[src/rtl/mem_arb_pkg.sv]
// Shared types and helpers for the unified-memory port arbiter.
// Holds the FSM state encoding, default widths and the word-alignment check.
package mem_arb_pkg;

   localparam int MEM_AW   = 32;
   localparam int MEM_DW   = 32;
   localparam int STREAK_W = 4;

   typedef enum logic [2:0] {
      ST_IDLE     = 3'd0,
      ST_BUSY_I   = 3'd1,
      ST_BUSY_D   = 3'd2,
      ST_RESP_I   = 3'd3,
      ST_RESP_D   = 3'd4,
      ST_RESP_ERR = 3'd5
   } arb_state_t;

   function automatic logic is_word_aligned(input logic [1:0] lsb);
      return (lsb == 2'b00);
   endfunction

endpackage

[src/rtl/mem_arb_fair_cnt.sv]
// Counts consecutive data grants taken while a fetch was waiting.
// at_limit tells the arbiter to hand the next slot to the fetch side.
module mem_arb_fair_cnt
   import mem_arb_pkg::*;
#(
   parameter int MAX_D_STREAK = 4
) (
   input  logic clk,
   input  logic rst,
   input  logic grant_d,
   input  logic grant_i,
   input  logic i_pending,
   output logic at_limit
);

   localparam logic [STREAK_W-1:0] LIMIT = STREAK_W'(MAX_D_STREAK);

   logic [STREAK_W-1:0] streak;

   always_ff @(posedge clk) begin
      if (rst) begin
         streak <= '0;
      end else if (grant_i) begin
         streak <= '0;
      end else if (grant_d) begin
         // Only data wins that made a fetch wait extend the streak.
         if (!i_pending) begin
            streak <= '0;
         end else if (streak < LIMIT) begin
            streak <= streak + STREAK_W'(1);
         end
      end
   end

   assign at_limit = (streak == LIMIT);

endmodule

[src/rtl/mem_port_arbiter.sv]
// Shares one single-port memory between instruction fetch and load/store.
// Data has priority; a fairness counter bounds how long fetch can starve.
module mem_port_arbiter
   import mem_arb_pkg::*;
#(
   parameter int AW           = MEM_AW,
   parameter int DW           = MEM_DW,
   parameter int MAX_D_STREAK = 4
) (
   input  logic          clk_i,
   input  logic          rst_i,
   input  logic          i_req_i,
   input  logic [AW-1:0] i_addr_i,
   output logic          i_ack_o,
   output logic [DW-1:0] i_rdata_o,
   input  logic          d_req_i,
   input  logic          d_we_i,
   input  logic [AW-1:0] d_addr_i,
   input  logic [DW-1:0] d_wdata_i,
   output logic          d_ack_o,
   output logic [DW-1:0] d_rdata_o,
   output logic          d_err_o,
   output logic          mem_req_o,
   output logic          mem_we_o,
   output logic [AW-1:0] mem_addr_o,
   output logic [DW-1:0] mem_wdata_o,
   input  logic [DW-1:0] mem_rdata_i,
   input  logic          mem_ack_i
);

   localparam logic [AW-1:0] WORD_MASK = ~AW'(3);

   arb_state_t    state;
   arb_state_t    state_nxt;
   logic          grant_i;
   logic          grant_d;
   logic          at_limit;
   logic          d_aligned;
   logic          busy;

   logic [AW-1:0] addr_p0;
   logic          we_p0;
   logic [DW-1:0] wdata_p0;
   logic [DW-1:0] rdata_p1;

   assign d_aligned = is_word_aligned(d_addr_i[1:0]);
   assign busy      = (state == ST_BUSY_I) || (state == ST_BUSY_D);

   mem_arb_fair_cnt #(
      .MAX_D_STREAK (MAX_D_STREAK)
   ) u_fair_cnt (
      .clk       (clk_i),
      .rst       (rst_i),
      .grant_d   (grant_d),
      .grant_i   (grant_i),
      .i_pending (i_req_i),
      .at_limit  (at_limit)
   );

   always_ff @(posedge clk_i) begin
      if (rst_i) begin
         state <= ST_IDLE;
      end else begin
         state <= state_nxt;
      end
   end

   always_comb begin
      state_nxt = state;
      grant_i   = 1'b0;
      grant_d   = 1'b0;
      unique case (state)
         ST_IDLE: begin
            if (d_req_i && !(i_req_i && at_limit)) begin
               grant_d   = 1'b1;
               state_nxt = d_aligned ? ST_BUSY_D : ST_RESP_ERR;
            end else if (i_req_i) begin
               grant_i   = 1'b1;
               state_nxt = ST_BUSY_I;
            end
         end
         ST_BUSY_I: begin
            if (mem_ack_i) state_nxt = ST_RESP_I;
         end
         ST_BUSY_D: begin
            if (mem_ack_i) state_nxt = ST_RESP_D;
         end
         ST_RESP_I, ST_RESP_D, ST_RESP_ERR: begin
            state_nxt = ST_IDLE;
         end
         default: begin
            state_nxt = ST_IDLE;
         end
      endcase
   end

   // Stage p0: request fields frozen at grant time
   always_ff @(posedge clk_i) begin
      if (grant_i) begin
         addr_p0  <= i_addr_i & WORD_MASK;
         we_p0    <= 1'b0;
         wdata_p0 <= '0;
      end else if (grant_d) begin
         addr_p0  <= d_addr_i & WORD_MASK;
         we_p0    <= d_we_i;
         wdata_p0 <= d_wdata_i;
      end
   end

   // Stage p1: memory read word captured on the completing handshake
   always_ff @(posedge clk_i) begin
      if (busy && mem_ack_i) begin
         rdata_p1 <= mem_rdata_i;
      end
   end

   always_comb begin
      i_ack_o     = 1'b0;
      i_rdata_o   = '0;
      d_ack_o     = 1'b0;
      d_rdata_o   = '0;
      d_err_o     = 1'b0;
      mem_req_o   = 1'b0;
      mem_we_o    = 1'b0;
      mem_addr_o  = '0;
      mem_wdata_o = '0;
      unique case (state)
         ST_BUSY_I: begin
            mem_req_o  = 1'b1;
            mem_addr_o = addr_p0;
         end
         ST_BUSY_D: begin
            mem_req_o   = 1'b1;
            mem_we_o    = we_p0;
            mem_addr_o  = addr_p0;
            mem_wdata_o = wdata_p0;
         end
         ST_RESP_I: begin
            i_ack_o   = 1'b1;
            i_rdata_o = rdata_p1;
         end
         ST_RESP_D: begin
            d_ack_o   = 1'b1;
            d_rdata_o = we_p0 ? '0 : rdata_p1;
         end
         ST_RESP_ERR: begin
            d_ack_o = 1'b1;
            d_err_o = 1'b1;
         end
         default: begin
         end
      endcase
   end

endmodule

[config.mk]
export PLATFORM = sky130hd
export DESIGN_NAME = mem_port_arbiter
export DESIGN_NICKNAME = d
export VERILOG_FILES = /design/src/rtl/mem_arb_pkg.sv /design/src/rtl/mem_arb_fair_cnt.sv /design/src/rtl/mem_port_arbiter.sv
export SDC_FILE = /design/constraint.sdc
export NUM_CORES = 1
export LEC_CHECK = 0
export ABC_AREA = 1
export CAP_MARGIN = 30
export CORE_MARGIN = 8
export CORE_UTILIZATION = 30
export CTS_CLUSTER_DIAMETER = 60
export DETAILED_ROUTE_END_ITERATION = 12
export PLACE_DENSITY = 0.66
export SYNTH_ARGS = -nofsm -noshare
export SYNTH_HDL_FRONTEND = slang
export SYNTH_SLANG_ARGS = --single-unit
export TNS_END_PERCENT = 1
[constraint.sdc]
create_clock -name clk_i -period 2.5 [get_ports clk_i]
set_input_delay 0.5 -clock clk_i [delete_from_list [all_inputs] [get_ports clk_i]]
set_output_delay 0.5 -clock clk_i [all_outputs]
set_load 0.02 [all_outputs]
# Word-level counts from Yosys, hierarchy flattened
# Cells that the tools add are included.
# word_totals
register_bits,102
elab_cells,56
# classes
add_sub_neg,1
n_lt_le_gt_ge,1
n_eq_ne,10
n_mux,25
n_reduce_logical,13
# ops
cell,n
$mux 32,7
$mux 3,5
$mux 1,10
$pmux 3 s3,1
$mux 4,2
$eq 3x2->1 const B,2
$eq 3x3->1 const B,2
$reduce_or 2->1,3
$add 4x1->4 const B,1
$eq 4x3->1 const B,1
$lt 4x3->1 const B,1
$ne 2x2->1 const B,2
$eq 3x1->1 const B,1
$logic_and 1x1->1,3
$logic_not 3->1,1
$ne 3x3->1 const B,1
$reduce_and 3->1,1
$logic_not 2->1,1
$ne 2x1->1 const B,1
$reduce_and 2->1,1
$reduce_bool 2->1,1
$logic_not 1->1,1
$logic_or 1x1->1,1

# Depth between registers and ports, before layout
# Gate-level depths: netlist (run 1).
# depth
word_depth,8
mapped_depth,11

# Cells and area by module
# A second synthesis (run 1) with hierarchy kept.
# unflattened
hier_cells,587
hier_area_um2,5021.1
# modules_own_cells
mod,instances,cells_per_inst,area_each_um2
mem_port_arbiter,1,556,4793.3
mem_arb_fair_cnt,1,31,227.7

# Least setup slack after synthesis (run 1)
# OpenSTA, ideal clock, no wires.
# synth_path
path_kind,register to register
from,register state[0]
to,register rdata_p1[0] (enable)
arrival_time_ps,2466
t_required_ps,2079
path_slack_ps,-387
stages_incl_launch_ff,7
n_path_buf,1
synth_period_minus_slack_ps,2887
cell_sequence,dfxtp_1 > inv_1 > nand3_4 > nand2_1 > inv_2 > buf_2 > nor2_1
# synth_via
elab_chain_cells,3
elab_cells_between_ends,4
cone_classes,eq/ne: 2; reduce/logical: 2
# synth_rtl
item,line_no,source
"start, declared",mem_port_arbiter.sv:33,arb_state_t state;
"start signal, assigned",mem_port_arbiter.sv:64,state <= state_nxt;
$eq 3x1->1 / $eq 3x2->1 (equally long branches),mem_port_arbiter.sv:47,assign busy = (state == ST_BUSY_I) || (state == ST_BUSY_D);
$logic_or 1x1->1 (*),mem_port_arbiter.sv:47,
$logic_and 1x1->1 (*),mem_port_arbiter.sv:112,if (busy && mem_ack_i) begin
"end signal, assigned",mem_port_arbiter.sv:113,rdata_p1 <= mem_rdata_i;
"end, declared",mem_port_arbiter.sv:44,logic [DW-1:0] rdata_p1;
# Every way passes the cells marked *; elsewhere a longest branch is shown, timed or not.
# A chain may end at the register's enable or synchronous reset.

# Final worst setup path (run 1)
# layout_path
from,register state[2]
to,output mem_wdata_o[11]
# layout_via
elab_chain_cells,2
# layout_rtl
item,line_no,source
$eq 3x2->1,mem_port_arbiter.sv:127,unique case (state)
$mux 32,mem_port_arbiter.sv:127,
"end, declared",mem_port_arbiter.sv:26,"output logic [DW-1:0] mem_wdata_o,"
# Every way passes these cells.

==> results of run 1 <==
## area by class of cell
cell class,instances,area [sq um],area share [%]
timing repair buffer,275,2710,33.7
sequential,102,2660,33.1
multi-input combinational,341,1690,21.0
inverter,114,447,5.55
tap,220,275,3.42
clock buffer,11,233,2.89
clock inverter,5,26.3,0.326
## tightest hold or removal path: cells and delay by family, from the launching register on
family / cells / cell delay, ns
AO/OA/AOI/OAI: 1 / 0.05
buffers and inverters: 1 / 0.06
flip-flops: 1 / 0.30
## state kept, by name, summed over array words and instances, names as in the netlist
register / cells
addr_p0: 30
rdata_p1: 32
state: 3
u_fair_cnt.streak: 4
wdata_p0: 32
we_p0: 1
## cell families (layout without fill, tap and decap cells)
family | after synthesis | in the layout | synth area share [%]
AOI/OAI and AO/OA | 74 | 74 | 11.8
xor gates and xnor gates | 1 | 1 | 0.174
adders and majority gates | 2 | 2 | 0.496
buffers and inverters | 145 | 405 | 13.8
DFF | 102 | 102 | 52.8
other | 1 | 2 | 0.0743
and+or+nand+nor | 262 | 262 | 20.9
## routing by layer
layer | vias to the layer above | wire length, um
met1 | 1951 | 6240
met2 | 148 | 7700
li1 | 2286 | -
met5 | - | 0
met4 | 0 | 341
met3 | 19 | 1110
## through the flow
stage	hold WS [ns]	std cells	setup WS, ns	util, %
global route	0.466	1068	0.000314	48.7
detailed placement	0.444	1052	0.107	47.5
finish	0.454	1068	0.109	48.7
floorplan	0.427	588	0.148	-
global placement	0.441	1052	0.122	47.5
CTS	0.458	1068	0.00576	48.4
## placed cells by master (no fill, tap or decap), types with 2 or more instances in the layout
| cell | n |
|---|---|
| conb_1 | 2 |
| clkdlybuf4s50_1 | 150 |
| nand2_1 | 109 |
| buf_4 | 8 |
| clkinv_2 | 3 |
| ha_1 | 2 |
| a21oi_2 | 30 |
| dlygate4sd2_1 | 89 |
| dlymetal6s2s_1 | 18 |
| nand3_4 | 2 |
| nand2_2 | 2 |
| buf_12 | 5 |
| inv_2 | 2 |
| clkbuf_1 | 2 |
| nand4_1 | 2 |
| dfxtp_1 | 39 |
| o21ai_0 | 4 |
| a21oi_1 | 9 |
| nor2_2 | 2 |
| inv_1 | 110 |
| nand3_1 | 3 |
| o21ai_2 | 30 |
| nor2_1 | 136 |
| clkbuf_16 | 9 |
| nor3_1 | 2 |
| clkdlybuf4s15_1 | 4 |
| edfxtp_1 | 62 |
## how the worst max path moves through the flow
stage,startpoint,end
after floorplan,state[0]$_SDFFE_PP0P_,rdata_p1[0]$_DFFE_PP_
after global placement,state[0]$_SDFFE_PP0P_,mem_addr_o[29]
after detailed placement,state[1]$_SDFFE_PP0P_,i_rdata_o[5]
after CTS,state[2]$_SDFFE_PP0P_,mem_wdata_o[10]
after global routing,state[2]$_SDFFE_PP0P_,d_rdata_o[26]
final,state[2]$_SDFFE_PP0P_,mem_wdata_o[11]
## Yosys cell counts (2+ instances only)
cell and n:
nand3_1 3, edfxtp_1 62, nand4_1 2, dfxtp_1 40, nor2_1 137, buf_12 4
buf_2 12, a21oi_1 9, ha_1 2, buf_4 5, inv_2 3, buf_6 7
nor3_1 2, o21ai_0 4, o21ai_2 30, nand2_2 2, a21oi_2 30, inv_1 111
nand3_4 2, nand2_1 109, clkbuf_1 3
## where the power goes
part / leakage, uW / total, uW / internal, uW / switching [uW]
sequential: 0.000926 / 2700 / 2530 / 163
clock: 0.000127 / 1250 / 668 / 587
combinational: 0.00317 / 3670 / 1380 / 2290
==> metrics.txt, run 1 <==
grt ovf 0; final-stage net count 979; post-CTS setup buffers 0; Worst Path Buf+Inv 3; GRT Total Usage 14.6%; Core Area 16,500 sq um; final number of max-transition violations 0; Post-Route WL 15,400 um; CTS tree built; pwr dens 947 nW/um^2; CTS buffer count 9; Initial Util 30.5%; CP top delay family buffers and inverters; Post-synth EDFFs 62; placed inst area 7840 sq um; GR peak layer met2; first-pass GRT wire length 24,600 um; Critical Path Stages 5; wire per inst 14.4 um; hold_buf cts 0; worst setup path category reg -> out; fillcell total 1,645; Max stage delay on crit path 0.61 ns; Crit. End Element output port; vias in the first global route 4,373; vias after detailed routing roughly 4,400; area delta synth->final 59.5%; Clock Pin Slew Worst Setup and Hold Paths 0.06 ns; Tmin final 2.39 ns; antenna viol nets, final 0; Hold Crit Class reg -> reg; fin crit share a little over nine tenths; Cells after Synth 587; synth warn 0; top cell type's share of synthesized area 36.9%; flop2flop setup slack between 0.6 and 0.7 ns; die width 146 um; final instance area 8050 sq um; max_cap viols 0; M1 GR Usage 16.0%; reg2reg start u_fair_cnt.streak[0]$_SDFFE_PP0P_; Final Setup Violations 0; post-route setup TNS 0 ns; Arrival @ worst endpoint 1.89 ns; highest-delay cell along the critical path clkdlybuf4s50_1; met2 Usage GRT 25.2%; hold path depth 2; # IOs approximately 270; Post-synth top flop edfxtp_1; worst r2r dst u_fair_cnt.streak[3]$_SDFFE_PP0P_; largest net degree at the start of global routing 33; first-pass detailed-route iteration total 4; RSZ-0062 raised after global routing false; area leader, netlist edfxtp_1; H-tree Lvls 3; CP cell instances inv_1 > nand3_4 > buf_4 > nor2_1 > clkdlybuf4s50_1; post-cts repair resize count 100; FF-to-FF path depth 10; Clock Path Buffers 2; post-synthesis sequential area ratio 52.8%; Placer Congestion 0.770; async set-reset flop share out of synthesis 0%; FF+latch count, synth 102; final hold vios 0; share of cells above drive strength 1 12.0%; Final Skew 0.00453 ns; total die area 21,200 sq um; power after layout 7620 uW; crit-path max FO 21; antenna fix cells 0; startpoint types register; HP Start wdata_p0[6]$_SDFFE_PP0P_; Pleak 0.00422 uW; Worst-Skew Late Latency 0.34 ns; half-perimeter wire length after placement about 12,000 um; initial antenna violation count 0; Std-Cell Rows 47; vias per inst 4.12; CTS root buffer clkbuf_16; largest cells by area after synthesis edfxtp_1, dfxtp_1, nor2_1; DR iter-0 viols 126; f_max approximately 0.42 GHz; outcome complete, no violations; met3 Usage GRT 5.16%; Port Buf Inserts approximately 260; synthesized area per cell approximately 8.6 sq um; Die H 146 um; unique cell type count in the Yosys netlist 29; end of the worst hold path wdata_p0[6]$_SDFFE_PP0P_; clk sink count 102; drt drc 0; Critical Path RT 2.00 ns; IR drop worst, VDD 0.000425 V; Post-Syn Area ~5000 sq um
Power figures use the tool's default switching activity.
==> run 2, diff against run 1 <==
==> constraint.sdc (replaced) <==
create_clock -name clk_i -period 2.5 [get_ports clk_i]
set_input_delay 0.375 -clock clk_i [delete_from_list [all_inputs] [get_ports clk_i]]
set_output_delay 0.375 -clock clk_i [all_outputs]
set_load 0.02 [all_outputs]
==> run 2 against run 1 <==
Sequential power about the same. Critical path depth unchanged. Global-route usage up 0.10 points. First-iteration DRC count up 38%. Clock power up 9%. Die area unchanged. Via count down 0.54%. Sequential share of layout area down 0.71 points. Critical path type unchanged.
==> metrics.txt, run 2 (synthesis gave the netlist of run 1 again) <==
outcome complete, no violations; CTS root buffer clkbuf_16; H-tree Lvls 3 (unchanged); vias in the first global route 4,460 (+2.0%); area delta synth->final 63.1%; Tmin final 2.46 ns (+0.0686 ns); f_max 0.407 GHz (-2.8%); part of the power in registers 34.4% (-1.0 points); Port Buf Inserts 262 (unchanged); crit-path max FO 32 (+52%); internal power 4820 uW (+5.2%); GRT Total Usage 14.7% (+0.10 points); vias per inst 4.10 (-0.54%); Initial Util 30.5% (unchanged); Pleak 0.00445 uW (+5.3%); Comb power frac 48.3% (+0.2 points); worst setup path category reg -> out; most common cell after layout, fill and taps aside clkdlybuf4s50_1; CTS buffer count 9 (unchanged); drt drc 0 (unchanged); Critical Path RT 2.12 ns (+0.12 ns); first-pass GRT wire length 24,700 um (+0.51%); placed inst area 7830 sq um (-0.16%); final hold vios 0 (unchanged); sw power 3040 uW (-0.12%); half-perimeter wire length after placement 11,800 um (-0.61%); initial antenna violation count 0 (unchanged); Final Skew 0.00909 ns (+0.00456 ns); fin crit share 98.4% (+2.7 points); Worst-Skew Late Latency 0.34 ns (about the same); Crit. End Element output port; most frequent cells in the layout clkdlybuf4s50_1, nor2_1, inv_1; Largest regs rdata_p1 (32), wdata_p0 (32), addr_p0 (30); total die area 21,200 sq um (unchanged); Arrival @ worst endpoint 2.08 ns (+0.19 ns); final instance area 8230 sq um (+2.2%); Post-Route WL 15,300 um (-0.59%); Sw Share 38.7% (-1.2 points); Final Setup Violations 0 (unchanged); # IOs 267 (unchanged); highest-delay cell along the critical path clkdlybuf4s50_1; Clock Pin Slew Worst Setup and Hold Paths 0.07 ns (about the same); IR drop worst, VDD 0.000449 V (+5.6%); Max stage delay on crit path 0.62 ns (about the same); Die H 146 um (unchanged); Place WS 0.238 ns (+0.132 ns); Placer Congestion 0.804 (+4.4%); Core Area 16,500 sq um (unchanged); hold_buf cts 0 (unchanged); post-cts repair resize count 22 (-78%); fin util 49.8% (+1.1 points); clock group share of total power 17.4% (+0.9 points); antenna fix cells 0 (unchanged); final number of max-transition violations 0 (unchanged); final-stage net count 979 (unchanged); max_cap viols 0 (unchanged); CTS tree built; vias after detailed routing 4,380 (-0.54%); placed insts 1,052 (unchanged); crit path setup slack, layout 0.0403 ns (-0.0686 ns); Clock Path Buffers 2 (unchanged); CP cell instances inv_1 > nor3_2 > inv_4 > nor2_1 > clkdlybuf4s50_1; antenna viol nets, final 0 (unchanged); largest net degree at the start of global routing 36 (+9.1%); first-pass detailed-route iteration total 4 (unchanged); startpoint types register; grt ovf 0 (unchanged); Std-Cell Rows 47 (unchanged); RSZ-0062 raised after global routing true; clk sink count 102 (unchanged); DR iter-0 viols 174 (+38%); Post-Layout Cell Count 1,068 (unchanged); post-CTS setup buffers 0 (unchanged); wire per inst 14.3 um (-0.59%); Hold Crit Class reg -> reg; share of cells above drive strength 1 11.9% (-0.12 points); pwr dens 954 nW/um^2 (+0.82%); die width 146 um (unchanged)
## run 2: cell count changes in the layout (fill, tap and decap cells not counted), moves of 2 or more
cell	delta
clkdlybuf4s50_1	+43
dlymetal6s2s_1	+33
dlygate4sd2_1	-71
clkinv_2	-2
clkdlybuf4s15_1	-4
## run 2: path summary, 6_finish.rpt
path,depth (start not counted),startpoint,endpoint,slack [ns]
max,5,state[1]$_SDFFE_PP0P_,i_rdata_o[9],0.04
min,2,u_fair_cnt.streak[3]$_SDFFE_PP0P_,u_fair_cnt.streak[3]$_SDFFE_PP0P_,0.45
max reg2reg,10,u_fair_cnt.streak[0]$_SDFFE_PP0P_,wdata_p0[4]$_SDFFE_PP0P_,0.76
min reg2reg,2,u_fair_cnt.streak[3]$_SDFFE_PP0P_,u_fair_cnt.streak[3]$_SDFFE_PP0P_,0.45
## run 2: critical path, delay by kind of cell (launching register included)
kind | cells | cell delay [ns]
flip-flops | 1 | 0.42
buffers and inverters | 3 | 0.88
AND/OR/NAND/NOR | 2 | 0.42
## run 2: final cells by class
type,count,area [sq um]
Fill cell,1568,8300
Timing Repair Buffer,275,2880
Sequential cell,102,2660
Multi-Input combinational cell,341,1690
Inverter,114,435
Tap cell,220,275
Clock buffer,12,236
Clock inverter,4,47.5
## run 2: through the flow
stage,power (uW),TNS (ns),hold slack (ns)
after floorplan,5170,0,0.427
after global placement,6610,0,0.441
after detailed placement,6650,0,0.444
after CTS,8050,0,0.455
after global routing,8460,-2.49,0.469
final,7850,0,0.454
## run 2: power by group through the flow
stage	Clock (uW)	Combinational, uW	Sequential, uW
final	1360	3790	2700
after floorplan	0	2460	2710
after CTS	1430	3920	2700
after global routing	1500	4200	2760
after global placement	0	3890	2720
after detailed placement	0	3910	2740
## run 2: metal layers
layer  up-vias  wire length [um]  global-route usage [%]
li1       2287                 -                       -
met3        30              1240                    4.79
met5         -                 0                       0
met1      1903              6250                    16.2
met4         0               521                    7.50
met2       160              7290                    24.8
==> run 3, diff against run 2 <==
--- a/config.mk
+++ b/config.mk
@@ -7,7 +7,7 @@
 export LEC_CHECK = 0
 export ABC_AREA = 1
 export CAP_MARGIN = 30
-export CORE_MARGIN = 8
+export CORE_MARGIN = 5
 export CORE_UTILIZATION = 30
 export CTS_CLUSTER_DIAMETER = 60
 export DETAILED_ROUTE_END_ITERATION = 12
==> run 3 against run 2 <==
Sequential power barely moved. Power shrank 1.4%. Die area down 8.1%. Clock skew decreased by 0.0021 ns. Worst hold slack better by 0.0013 ns. Clock-buffer cell count is 3 lower. Maximum frequency is 1.8% higher. Critical path type unchanged.
==> metrics.txt, run 3 (synthesis gave the netlist of run 1 again) <==
first-pass GRT wire length 22,400 um (-9.2%); pwr dens 949 nW/um^2 (-0.60%); Port Buf Inserts 262 (unchanged); reg2reg start u_fair_cnt.streak[0]$_SDFFE_PP0P_; largest net degree at the start of global routing 44 (+22%); die width 140 um (-4.1%); antenna viol nets, final 0 (unchanged); wire per inst 13.9 um (-3.3%); placed inst area 7820 sq um (about the same); total die area 19,500 sq um (-8.1%); final-stage net count 978 (-0.10%); drt drc 0 (unchanged); max_cap viols 0 (unchanged); Core Area 16,500 sq um (unchanged); placed insts 1,051 (-0.095%); most common cell after layout, fill and taps aside clkdlybuf4s50_1; CTS buffer count 9 (unchanged); HP Start wdata_p0[16]$_SDFFE_PP0P_; Placer Congestion 0.826 (+2.7%); Final Setup Violations 0 (unchanged); fin crit share 96.6% (-1.8 points); RSZ-0062 raised after global routing true; final hold vios 0 (unchanged); most frequent cells in the layout clkdlybuf4s50_1, nor2_1, inv_1; startpoint types register; share of cells above drive strength 1 11.9% (+0.014 points); vias in the first global route 4,188 (-6.1%); f_max 0.414 GHz (+1.8%); Initial Util 30.5% (unchanged); CTS root buffer clkbuf_16; Largest regs rdata_p1 (32), wdata_p0 (32), addr_p0 (30); IR drop worst, VDD 0.000433 V (-3.5%); Final Skew 0.00702 ns (-0.00207 ns); clk sink count 102 (unchanged); hold_buf cts 0 (unchanged); final number of max-transition violations 0 (unchanged); DR iter-0 viols 191 (+9.8%); Die H 140 um (-4.1%); worst r2r dst addr_p0[29]$_DFFE_PP_; Clock Path Buffers 2 (unchanged); Arrival @ worst endpoint 2.04 ns (-0.04 ns); H-tree Lvls 3 (unchanged); first-pass detailed-route iteration total 4 (unchanged); Tmin final 2.42 ns (-0.0444 ns); Crit. End Element output port; area delta synth->final 61.7%; FF-to-FF path depth 11 (+1); end of the worst hold path wdata_p0[16]$_SDFFE_PP0P_; half-perimeter wire length after placement 11,000 um (-6.8%); final instance area 8160 sq um (-0.82%); initial antenna violation count 0 (unchanged); vias after detailed routing 4,413 (+0.75%); CTS tree built; hold path depth 2 (unchanged); Pleak 0.00434 uW (-2.5%); Clock Pin Slew Worst Setup and Hold Paths 0.07 ns (about the same); # IOs 267 (unchanged); Std-Cell Rows 47 (unchanged); antenna fix cells 0 (unchanged); outcome complete, no violations; Hold Crit Class reg -> reg; grt ovf 0 (unchanged); fillcell total 1,594 (+1.7%); GRT Total Usage 14.5% (-0.11 points); vias per inst 4.14 (+0.85%); Critical Path RT 2.12 ns (about the same); Post-Layout Cell Count 1,067 (-0.094%); flop2flop setup slack 0.59 ns (-0.17 ns); worst setup path category reg -> out; fin util 49.4% (-0.41 points); crit-path max FO 32 (unchanged); Worst-Skew Late Latency 0.34 ns (about the same); Post-Route WL 14,800 um (-3.4%)
## run 3: cell count changes in the layout (fill, tap and decap cells not counted)
cell and change:
buf_4 -1, bufinv_16 -1, clkbuf_1 -3, clkdlybuf4s50_1 -5, clkinv_1 +2, clkinv_4 +1
clkinvlp_4 +1, dlygate4sd2_1 +14, dlymetal6s2s_1 -9, inv_4 +1, inv_6 -1
## run 3: critical path, cell delays in order, from the launching register on
cell and delay, ns:
dfxtp_2 0.42, inv_1 0.07, nor3_2 0.25, inv_4 0.19, nor2_1 0.14, clkdlybuf4s50_1 0.61
## run 3: where the power goes
part | internal (uW) | switching (uW) | total (uW)
Clock | 666 | 617 | 1280
Combinational | 1480 | 2270 | 3750
Sequential | 2530 | 168 | 2700
Total | 4680 | 3060 | 7740
## run 3: stage by stage
stage	setup slack (ns)	hold slack (ns)	TNS, ns	power (uW)
6_report	0.0847	0.456	0	7740
5_1_grt	-0.0631	0.475	-0.827	8270
4_1_cts	0.0147	0.459	0	7910
3_5_place_dp	0.232	0.448	0	6620
3_3_place_gp	0.234	0.442	0	6580
2_1_floorplan	0.148	0.427	0	5170
## run 3: worst max-delay path by stage
| stage | startpoint | cells after the start | end |
|---|---|---|---|
| floorplan | state[0]$_SDFFE_PP0P_ | 6 | rdata_p1[0]$_DFFE_PP_ |
| global placement | state[1]$_SDFFE_PP0P_ | 6 | mem_addr_o[24] |
| detailed placement | state[1]$_SDFFE_PP0P_ | 6 | mem_addr_o[24] |
| CTS | state[2]$_SDFFE_PP0P_ | 6 | mem_addr_o[24] |
| global route | state[1]$_SDFFE_PP0P_ | 5 | i_rdata_o[14] |
| finish | state[1]$_SDFFE_PP0P_ | 5 | i_rdata_o[14] |
## run 3: layout make-up
cell class / count / area [sq um] / area share (%)
well taps: 220 / 275 / 3.37
multi-input cells: 341 / 1690 / 20.7
clock buffers: 9 / 225 / 2.76
repair buffers: 274 / 2830 / 34.7
flip-flops and latches: 102 / 2660 / 32.6
clock inverters: 7 / 41.3 / 0.506
inverters: 114 / 433 / 5.31
## run 3: routing by layer
metal	GRT usage, %	wire [um]	vias up
met3	4.05	1130	27
met5	0	0	-
li1	-	-	2284
met4	6.88	482	0
met2	25.0	7180	163
met1	16.8	5990	1939
## run 3: timing repair
action | CTS | global route
cloned | 0 | 0
setup buffers | 0 | 0
setup endpoints to repair | 94 | 62
gates resized for setup | 36 | 42
